--- config.mk ---
export PLATFORM = sky130hd
export DESIGN_NAME = ex_mem_stage
export DESIGN_NICKNAME = d
export VERILOG_FILES = /design/src/rtl/ex_mem_stage.sv
export SDC_FILE = /design/constraint.sdc
export NUM_CORES = 1
export LEC_CHECK = 0
export ABC_CLOCK_PERIOD_IN_PS = 5000
export CAP_MARGIN = 20
export CELL_PAD_IN_SITES_DETAIL_PLACEMENT = 1
export CELL_PAD_IN_SITES_GLOBAL_PLACEMENT = 1
export CORE_MARGIN = 3
export CORE_UTILIZATION = 33
export DETAILED_ROUTE_END_ITERATION = 10
export PLACE_DENSITY = 0.91
export RECOVER_POWER = 25
export SYNTH_ARGS = -nofsm -noshare
export SYNTH_HDL_FRONTEND = slang
export SYNTH_SLANG_ARGS = --single-unit
--- constraint.sdc ---
create_clock -name clk -period 5 [get_ports clk]
set_clock_uncertainty 0.1 [all_clocks]
set_input_delay 0.75 -clock clk [delete_from_list [all_inputs] [get_ports clk]]
set_output_delay 0.75 -clock clk [all_outputs]
set_load 0.005 [all_outputs]
--- src/rtl/ex_mem_stage.sv ---
// EX/MEM pipeline register with valid/ready handshake, bubble insertion, flush and stall counter.
// Define EX_MEM_SKID_EN for a two-entry stage (head + skid) with a registered in_ready.
module ex_mem_stage #(
  parameter int                DATA_W      = 32,
  parameter int                CTRL_W      = 7,
  parameter int                RD_W        = 5,
  parameter logic [CTRL_W-1:0] CTRL_BUBBLE = CTRL_W'(1)
) (
  input  logic              clk,
  input  logic              reset,
  input  logic              flush,
  input  logic              in_valid,
  output logic              in_ready,
  input  logic [DATA_W-1:0] alu_in,
  input  logic [DATA_W-1:0] sw_in,
  input  logic [CTRL_W-1:0] control_in,
  input  logic [RD_W-1:0]   regdst_in,
  output logic              out_valid,
  input  logic              out_ready,
  output logic [DATA_W-1:0] alu_out,
  output logic [DATA_W-1:0] sw_out,
  output logic [CTRL_W-1:0] control_out,
  output logic [RD_W-1:0]   regdst_out,
  output logic [1:0]        occupancy,
  output logic [15:0]       stall_cnt
);

  localparam int E_W = 2*DATA_W + CTRL_W + RD_W;
  localparam logic [E_W-1:0] BUBBLE = {{(2*DATA_W){1'b0}}, CTRL_BUBBLE, {RD_W{1'b0}}};

  logic [E_W-1:0] head_q;
  logic           head_v;
  logic [E_W-1:0] in_entry;
  logic           accept;
  logic           pop;

  assign in_entry    = {alu_in, sw_in, control_in, regdst_in};
  assign out_valid   = head_v;
  // Empty slots hold the bubble pattern, so outputs come straight from flops.
  assign alu_out     = head_q[E_W-1 -: DATA_W];
  assign sw_out      = head_q[E_W-DATA_W-1 -: DATA_W];
  assign control_out = head_q[RD_W +: CTRL_W];
  assign regdst_out  = head_q[RD_W-1:0];
  assign accept      = in_valid & in_ready;
  assign pop         = head_v & out_ready;

`ifdef EX_MEM_SKID_EN
  logic [E_W-1:0] skid_q;
  logic           skid_v;
  logic           in_ready_q;
  logic [1:0]     occ_next;

  assign in_ready  = in_ready_q;
  assign occupancy = {1'b0, head_v} + {1'b0, skid_v};
  assign occ_next  = occupancy + {1'b0, accept} - {1'b0, pop};

  always_ff @(posedge clk or negedge reset) begin
    if (!reset) begin
      head_q     <= BUBBLE;
      head_v     <= 1'b0;
      skid_q     <= BUBBLE;
      skid_v     <= 1'b0;
      in_ready_q <= 1'b1;
      stall_cnt  <= 16'h0;
    end else if (flush) begin
      head_q     <= BUBBLE;
      head_v     <= 1'b0;
      skid_q     <= BUBBLE;
      skid_v     <= 1'b0;
      in_ready_q <= 1'b1;
    end else begin
      case ({accept, pop})
        2'b10: begin
          if (head_v) begin
            skid_q <= in_entry;
            skid_v <= 1'b1;
          end else begin
            head_q <= in_entry;
            head_v <= 1'b1;
          end
        end
        2'b01: begin
          if (skid_v) begin
            head_q <= skid_q;
            skid_q <= BUBBLE;
            skid_v <= 1'b0;
          end else begin
            head_q <= BUBBLE;
            head_v <= 1'b0;
          end
        end
        2'b11: begin
          if (skid_v) begin
            head_q <= skid_q;
            skid_q <= in_entry;
          end else begin
            head_q <= in_entry;
          end
        end
        default: ;
      endcase
      in_ready_q <= (occ_next != 2'd2);
      if (head_v && !out_ready && stall_cnt != 16'hFFFF)
        stall_cnt <= stall_cnt + 16'd1;
    end
  end
`else
  // Single slot: a full stage can only take a new entry while the head leaves.
  assign in_ready  = out_ready | ~head_v;
  assign occupancy = {1'b0, head_v};

  always_ff @(posedge clk or negedge reset) begin
    if (!reset) begin
      head_q    <= BUBBLE;
      head_v    <= 1'b0;
      stall_cnt <= 16'h0;
    end else if (flush) begin
      head_q <= BUBBLE;
      head_v <= 1'b0;
    end else begin
      if (accept) begin
        head_q <= in_entry;
        head_v <= 1'b1;
      end else if (pop) begin
        head_q <= BUBBLE;
        head_v <= 1'b0;
      end
      if (head_v && !out_ready && stall_cnt != 16'hFFFF)
        stall_cnt <= stall_cnt + 16'd1;
    end
  end
`endif

endmodule

==> flow_metrics.tcl, run 1 <==
set metrics [dict create \
    outcome "complete, but fails checks" \
    violations "max-capacitance violations, max-slew violations" \
    synthMostInstantiatedCell "dfrtp_1" \
    clkTransAtPathRegs_ns 0.08 \
    tns_ns 0 \
    multiInputGateArea_sq_mm 0.00113 \
    yosys.area.top_type "dfrtp_1" \
    ys_seq_area_share_pct 65.0 \
    dr_total_vias 2874 \
    wl_per_cell_um 19.4 \
    overflow 0 \
    synth_flop_cell "dfrtp_1" \
    fin_ws_ns 1.96 \
    start_kind "primary input" \
    drt_iter0_drc 130 \
    netlist_instances 256 \
    cp-end-kind "output pin" \
    cts.path.max_buffers 2 \
    drive_gt1_share_pct 6.98 \
    die_width_um 110 \
    setup_viol 0 \
    fp.dieArea_sq_mm 0.0121 \
    holdBufCountCts 0 \
    die_h_um 110 \
    initial_core_util_pct 34.4 \
    synth.avg_cell_area_sq_um 14.0 \
    synthTopCellsByArea "dfrtp_1, a22o_1, xor2_1" \
    grtUsageMet3_pct 4.37 \
    path_class "primary input to output pin" \
    core_area_sq_mm 0.0104 \
    cp.arrival_ns 2.19 \
    power.static_leakage_uw 0.00253 \
    yosysWarnings 0 \
    synth_seq_cells 93 \
    drc 0 \
    antenna_cells 0 \
    slew_viol_final 41 \
    viasPerCell 5.08 \
    maxCapViolCount 1 \
    area.sequential_sq_mm 0.00233 \
    cts_htree_levels 3 \
    period_minus_slack_ns 3.04 \
    place_ws_ns 1.72 \
    slew_headroom_pct -40.9 \
    cts.sinks 93 \
    post-route-period-util_pct 60.7 \
    area_growth_pct 57.0 \
    clockRootBuffer "clkbuf_8" \
    dr.pass1.iters 4 \
    powerDensity_mw_per_mm2 284 \
    synth_edf_count 0 \
    nFillCells 1073 \
    rsz0062_at_grt "no" \
    hpwlAfterDp_um 8080 \
    synth_common_cells "dfrtp_1, a22o_1, xor2_1" \
    portBuffers 175 \
    hold_class "register to register" \
    tritoncts "yes" \
    fp-row-count 37 \
    required_ns 4.15 \
    vdd_drop_max_mv 0.127 \
    insertion_delay_ns 0.34 \
    max_freq_mhz 329 \
    use_met1_pct 21.8 \
    place.gp.congestion 0.774 \
    antenna_found_initial 0 \
    post_cts_resized 0 \
    grt_usage_pct 17.6 \
    grt_pass1_wl_um 16600 \
    fin_nets 507 \
    grt_max_degree 77 \
    synth.top_cell.area_share_pct 64.3 \
    grt_pass1_vias 3166 \
    synth_cell_type_count 33 \
    drt_wl_total_um 11000 \
    drtAntennaViolNets 0 \
    hold_violations 0 \
    cts_setup_buffers 0 \
    syn_area_sq_mm 0.00358 \
    use_met2_pct 31.2 \
    worstPathMaxFanout 5 \
    syn_nets 338 \
    async_reset_ff_share_pct 100 \
    worst_slew_pin_slew_ns 2.11 \
    ios 177 \
    cts_buffers 9 \
    grt-busiest-layer "met2" \
]
==> per-stage QoR <==
| stage | power (uW) | instance area, sq um | utilization [%] | hold slack, ns | instances |
|---|---|---|---|---|---|
| 2_1_floorplan | 930 | 3580 | - | 0.349 | 256 |
| 3_3_place_gp | 1130 | 5420 | 52.0 | 0.346 | 549 |
| 3_5_place_dp | 1150 | 5420 | 52.0 | 0.362 | 549 |
| 4_1_cts | 1620 | 5610 | 53.8 | 0.260 | 565 |
| 5_1_grt | 1680 | 5620 | 54.0 | 0.401 | 566 |
| 6_report | 1600 | 5620 | 54.0 | 0.378 | 566 |
==> worst max-delay path, cell delays in order <==
cell	delay [ns]
clkdlybuf4s50_1	0.47
nor2b_1	0.40
inv_1	0.11
clkdlybuf4s50_1	0.47
==> registers in the layout (all words and copies together) (netlist names) <==
signal and flops:
out_valid 1, stall_cnt 16, head_q 76
==> routing by layer <==
layer | routed length [um] | share of wire [%]
met1 | 4350 | 40
met2 | 5880 | 54
met3 | 692 | 6.3
met4 | 60 | 0.55
met5 | 0 | 0
==> cell usage in the layout (no fill, tap or decap), types with 2 or more instances in the layout <==
master	Yosys	layout
clkinv_4	0	3
dfrtp_1	92	92
xor2_1	14	14
a22o_1	75	75
nor3_1	3	3
nand4_1	5	5
nor2_1	6	5
and3_1	3	3
inv_1	2	2
clkdlybuf4s50_1	0	174
buf_4	2	3
nand3_1	4	4
clkbuf_8	0	10
nand2_1	6	6
nor2b_1	1	2
nor4_2	2	2
a21oi_1	6	6
nor3b_4	1	2
==> where the power goes <==
part           switching (uW)  total [uW]  internal, uW  leakage [uW]
clock                     268         466           198     0.0000928
sequential               42.5         845           802       0.00125
combinational             104         286           183       0.00119
total                     414        1600          1180       0.00253
==> layout make-up <==
class,instances,share of cell area (%)
Sequential cell,93,41.4
Timing Repair Buffer,179,31.9
Multi-Input combinational cell,140,20.2
Tap cell,136,3.03
Clock buffer,10,2.45
Clock inverter,6,0.846
Inverter,2,0.134
==> cells by family (layout without fill, tap and decap cells) <==
family	Yosys count	count (layout)	share of synthesized area, %
AND/OR/NAND/NOR	38	38	7.20
other	1	1	0.105
AO/OA/AOI/OAI	84	84	19.9
multiplexers	2	2	0.594
XOR/XNOR	14	14	3.43
adder cells (fa/ha/maj)	1	1	0.349
buffers and inverters	23	197	3.43
flip-flops	93	93	65.0
==> path summary, 6_finish.rpt <==
path / to / slack [ns] / startpoint / cells after the start
worst max-delay path: in_ready / 1.96 / out_ready / 4
worst min-delay path: head_q[5]$_DFFE_PN1P_ / 0.38 / head_q[5]$_DFFE_PN1P_ / 2
worst max register to register: head_q[44]$_DFFE_PN0P_ / 2.59 / out_valid$_DFFE_PN0P_ / 6
worst min register to register: head_q[5]$_DFFE_PN1P_ / 0.38 / head_q[5]$_DFFE_PN1P_ / 2
max in group asynchronous: head_q[15]$_DFFE_PN0P_ / 2.27 / reset / 2
min in group asynchronous: head_q[61]$_DFFE_PN0P_ / 0.90 / reset / 1
No activity file was read; power rests on OpenSTA's default activity.
==> run 2, diff against run 1 <==
- ABC_CLOCK_PERIOD_IN_PS: 5000 -> 2500
- CORE_UTILIZATION: 33 -> 28
- PLACE_DENSITY: 0.91 -> 0.83
- clock period: 5 -> 2.5 ns (I/O delays scaled with it)
==> flow_metrics.tcl, run 2 (synthesis gave the netlist of run 1 again) <==
set metrics [dict create \
    outcome "finished, final reports clean" \
    utilization_pct 47.4 \
    power.share.combinational_pct 15.7 \
    clock_power_share_pct 37.8 \
    path_class "primary input to output pin" \
    grt_pass1_vias 3141 \
    period_minus_slack_ns 2.10 \
    hold_violations 0 \
    tritoncts "yes" \
    fp-row-count 40 \
    sw_frac_of_total_pct 23.8 \
    grt_max_degree 77 \
    hp-start "head_q[5]$_DFFE_PN1P_" \
    portBuffers 175 \
    die_width_um 119 \
    worstPathMaxFanout 5 \
    viasPerCell 4.76 \
    die_h_um 119 \
    seq_power_share_pct 46.4 \
    ff2ff_setup_slack_ns 0.49 \
    dr_total_vias 2851 \
    maxCapViolCount 0 \
    start_kind "primary input" \
    drt_iter0_drc 145 \
    setup_viol 0 \
    antenna_found_initial 0 \
    power.static_leakage_uw 0.00258 \
    cp-end-kind "output pin" \
    grt_usage_pct 15.4 \
    initial_core_util_pct 29.2 \
    powerDensity_mw_per_mm2 627 \
    final_common_cell "clkdlybuf4s50_1" \
    drtAntennaViolNets 0 \
    fin_nets 508 \
    hold_class "register to register" \
    regMostFlops "head_q" \
    nFillCells 1276 \
    grt_pass1_wl_um 17100 \
    max_freq_mhz 475 \
    drive_gt1_share_pct 7.19 \
    insertion_delay_ns 0.34 \
    reg2reg_from "stall_cnt[0]$_DFFE_PN0P_" \
    cts_buffers 9 \
    largest_reg_flops 76 \
    overflow 0 \
    drc 0 \
    hold-path-cell-count 2 \
    r2r_end "stall_cnt[1]$_DFFE_PN0P_" \
    cts_htree_levels 3 \
    reg2regPathDepth 5 \
    internal_power_uw 2780 \
    required_ns 2.03 \
    rsz0062_at_grt "no" \
    area_growth_pct 62.5 \
    drt_wl_total_um 10700 \
    wl_per_cell_um 17.9 \
    hold_end "head_q[5]$_DFFE_PN1P_" \
    slew_viol_final 0 \
    dr.pass1.iters 4 \
    tns_ns 0 \
    final_cell_mix "clkdlybuf4s50_1, dfrtp_1, a22o_1, xor2_1, clkbuf_16" \
    hpwlAfterDp_um 7650 \
    place.gp.congestion 0.778 \
    post-route-period-util_pct 84.2 \
    cp.arrival_ns 1.63 \
    clkTransAtPathRegs_ns 0.06 \
    antenna_cells 0 \
    core_area_sq_mm 0.0123 \
    worst_slew_pin_slew_ns 1.18 \
    fp.dieArea_sq_mm 0.0142 \
    slew_headroom_pct 21.1 \
    cts.path.max_buffers 2 \
    vdd_drop_max_mv 0.249 \
    ios 177 \
    clockRootBuffer "clkbuf_16" \
    total_switching_power_uw 869 \
    cts.sinks 93 \
]
## run 2: cell count changes in the layout (fill, tap and decap cells not counted), sizes merged
cell / previous run / this run
bufinv: 0 / 1
inv: 3 / 2
clkbuf: 11 / 12
clkinvlp: 1 / 4
dlygate4sd3: 0 / 1
clkinv: 4 / 0
## run 2: how the worst max path moves through the flow
stage / end / cells after the start / startpoint / slack, ns
2_1_floorplan: stall_cnt[1]$_DFFE_PN0P_ / 6 / stall_cnt[0]$_DFFE_PN0P_ / 0.64
3_3_place_gp: stall_cnt[1]$_DFFE_PN0P_ / 5 / out_ready / 0.31
3_5_place_dp: stall_cnt[1]$_DFFE_PN0P_ / 5 / out_ready / 0.25
4_1_cts: in_ready / 4 / out_ready / 0.38
5_1_grt: in_ready / 4 / out_ready / 0.35
6_report: in_ready / 4 / out_ready / 0.40
## run 2: through the flow
stage / hold slack, ns / power (uW) / worst slack [ns] / instances / instance area (sq um)
2_1_floorplan: -0.0206 / 1860 / 0.643 / 256 / 3580
3_5_place_dp: 0.327 / 2300 / 0.254 / 582 / 5510
3_3_place_gp: 0.320 / 2280 / 0.311 / 582 / 5510
5_1_grt: 0.384 / 3820 / 0.348 / 599 / 5820
4_1_cts: 0.366 / 3700 / 0.383 / 599 / 5820
6_report: 0.366 / 3650 / 0.395 / 599 / 5820
## run 2: layout make-up
class / count / area (sq um) / share of cell area, %
multi-input cells: 140 / 1140 / 19.6
clock inverters: 5 / 60.1 / 1.03
clock buffers: 11 / 243 / 4.17
flip-flops and latches: 93 / 2330 / 40.0
inverters: 2 / 7.51 / 0.129
repair buffers: 180 / 1820 / 31.4
well taps: 168 / 210 / 3.61
## run 2: power groups by stage
stage          Sequential, uW  Combinational (uW)  Clock (uW)
2_1_floorplan            1710                 147           0
3_3_place_gp             1710                 571           0
3_5_place_dp             1720                 582           0
4_1_cts                  1690                 585        1420
5_1_grt                  1710                 616        1490
6_report                 1690                 573        1380
## run 2: repair_timing
action | in CTS | in global routing
buffers inserted | 0 | 0
hold buffers | 1 | 0
resized for setup | 0 | 0
endpoints found under the hold margin | 45 | 0
## run 2: critical path, cell delays in order
cell	delay, ns
clkdlybuf4s50_1	0.50
nor2b_4	0.23
inv_1	0.06
clkdlybuf4s50_1	0.46
## run 2: per-layer routing
metal,vias up,track usage (%),wire length [um]
met2,108,25.9,5310
met3,19,4.51,616
li1,1294,-,-
met4,0,6.73,247
met5,-,0,0
met1,1430,18.2,4530
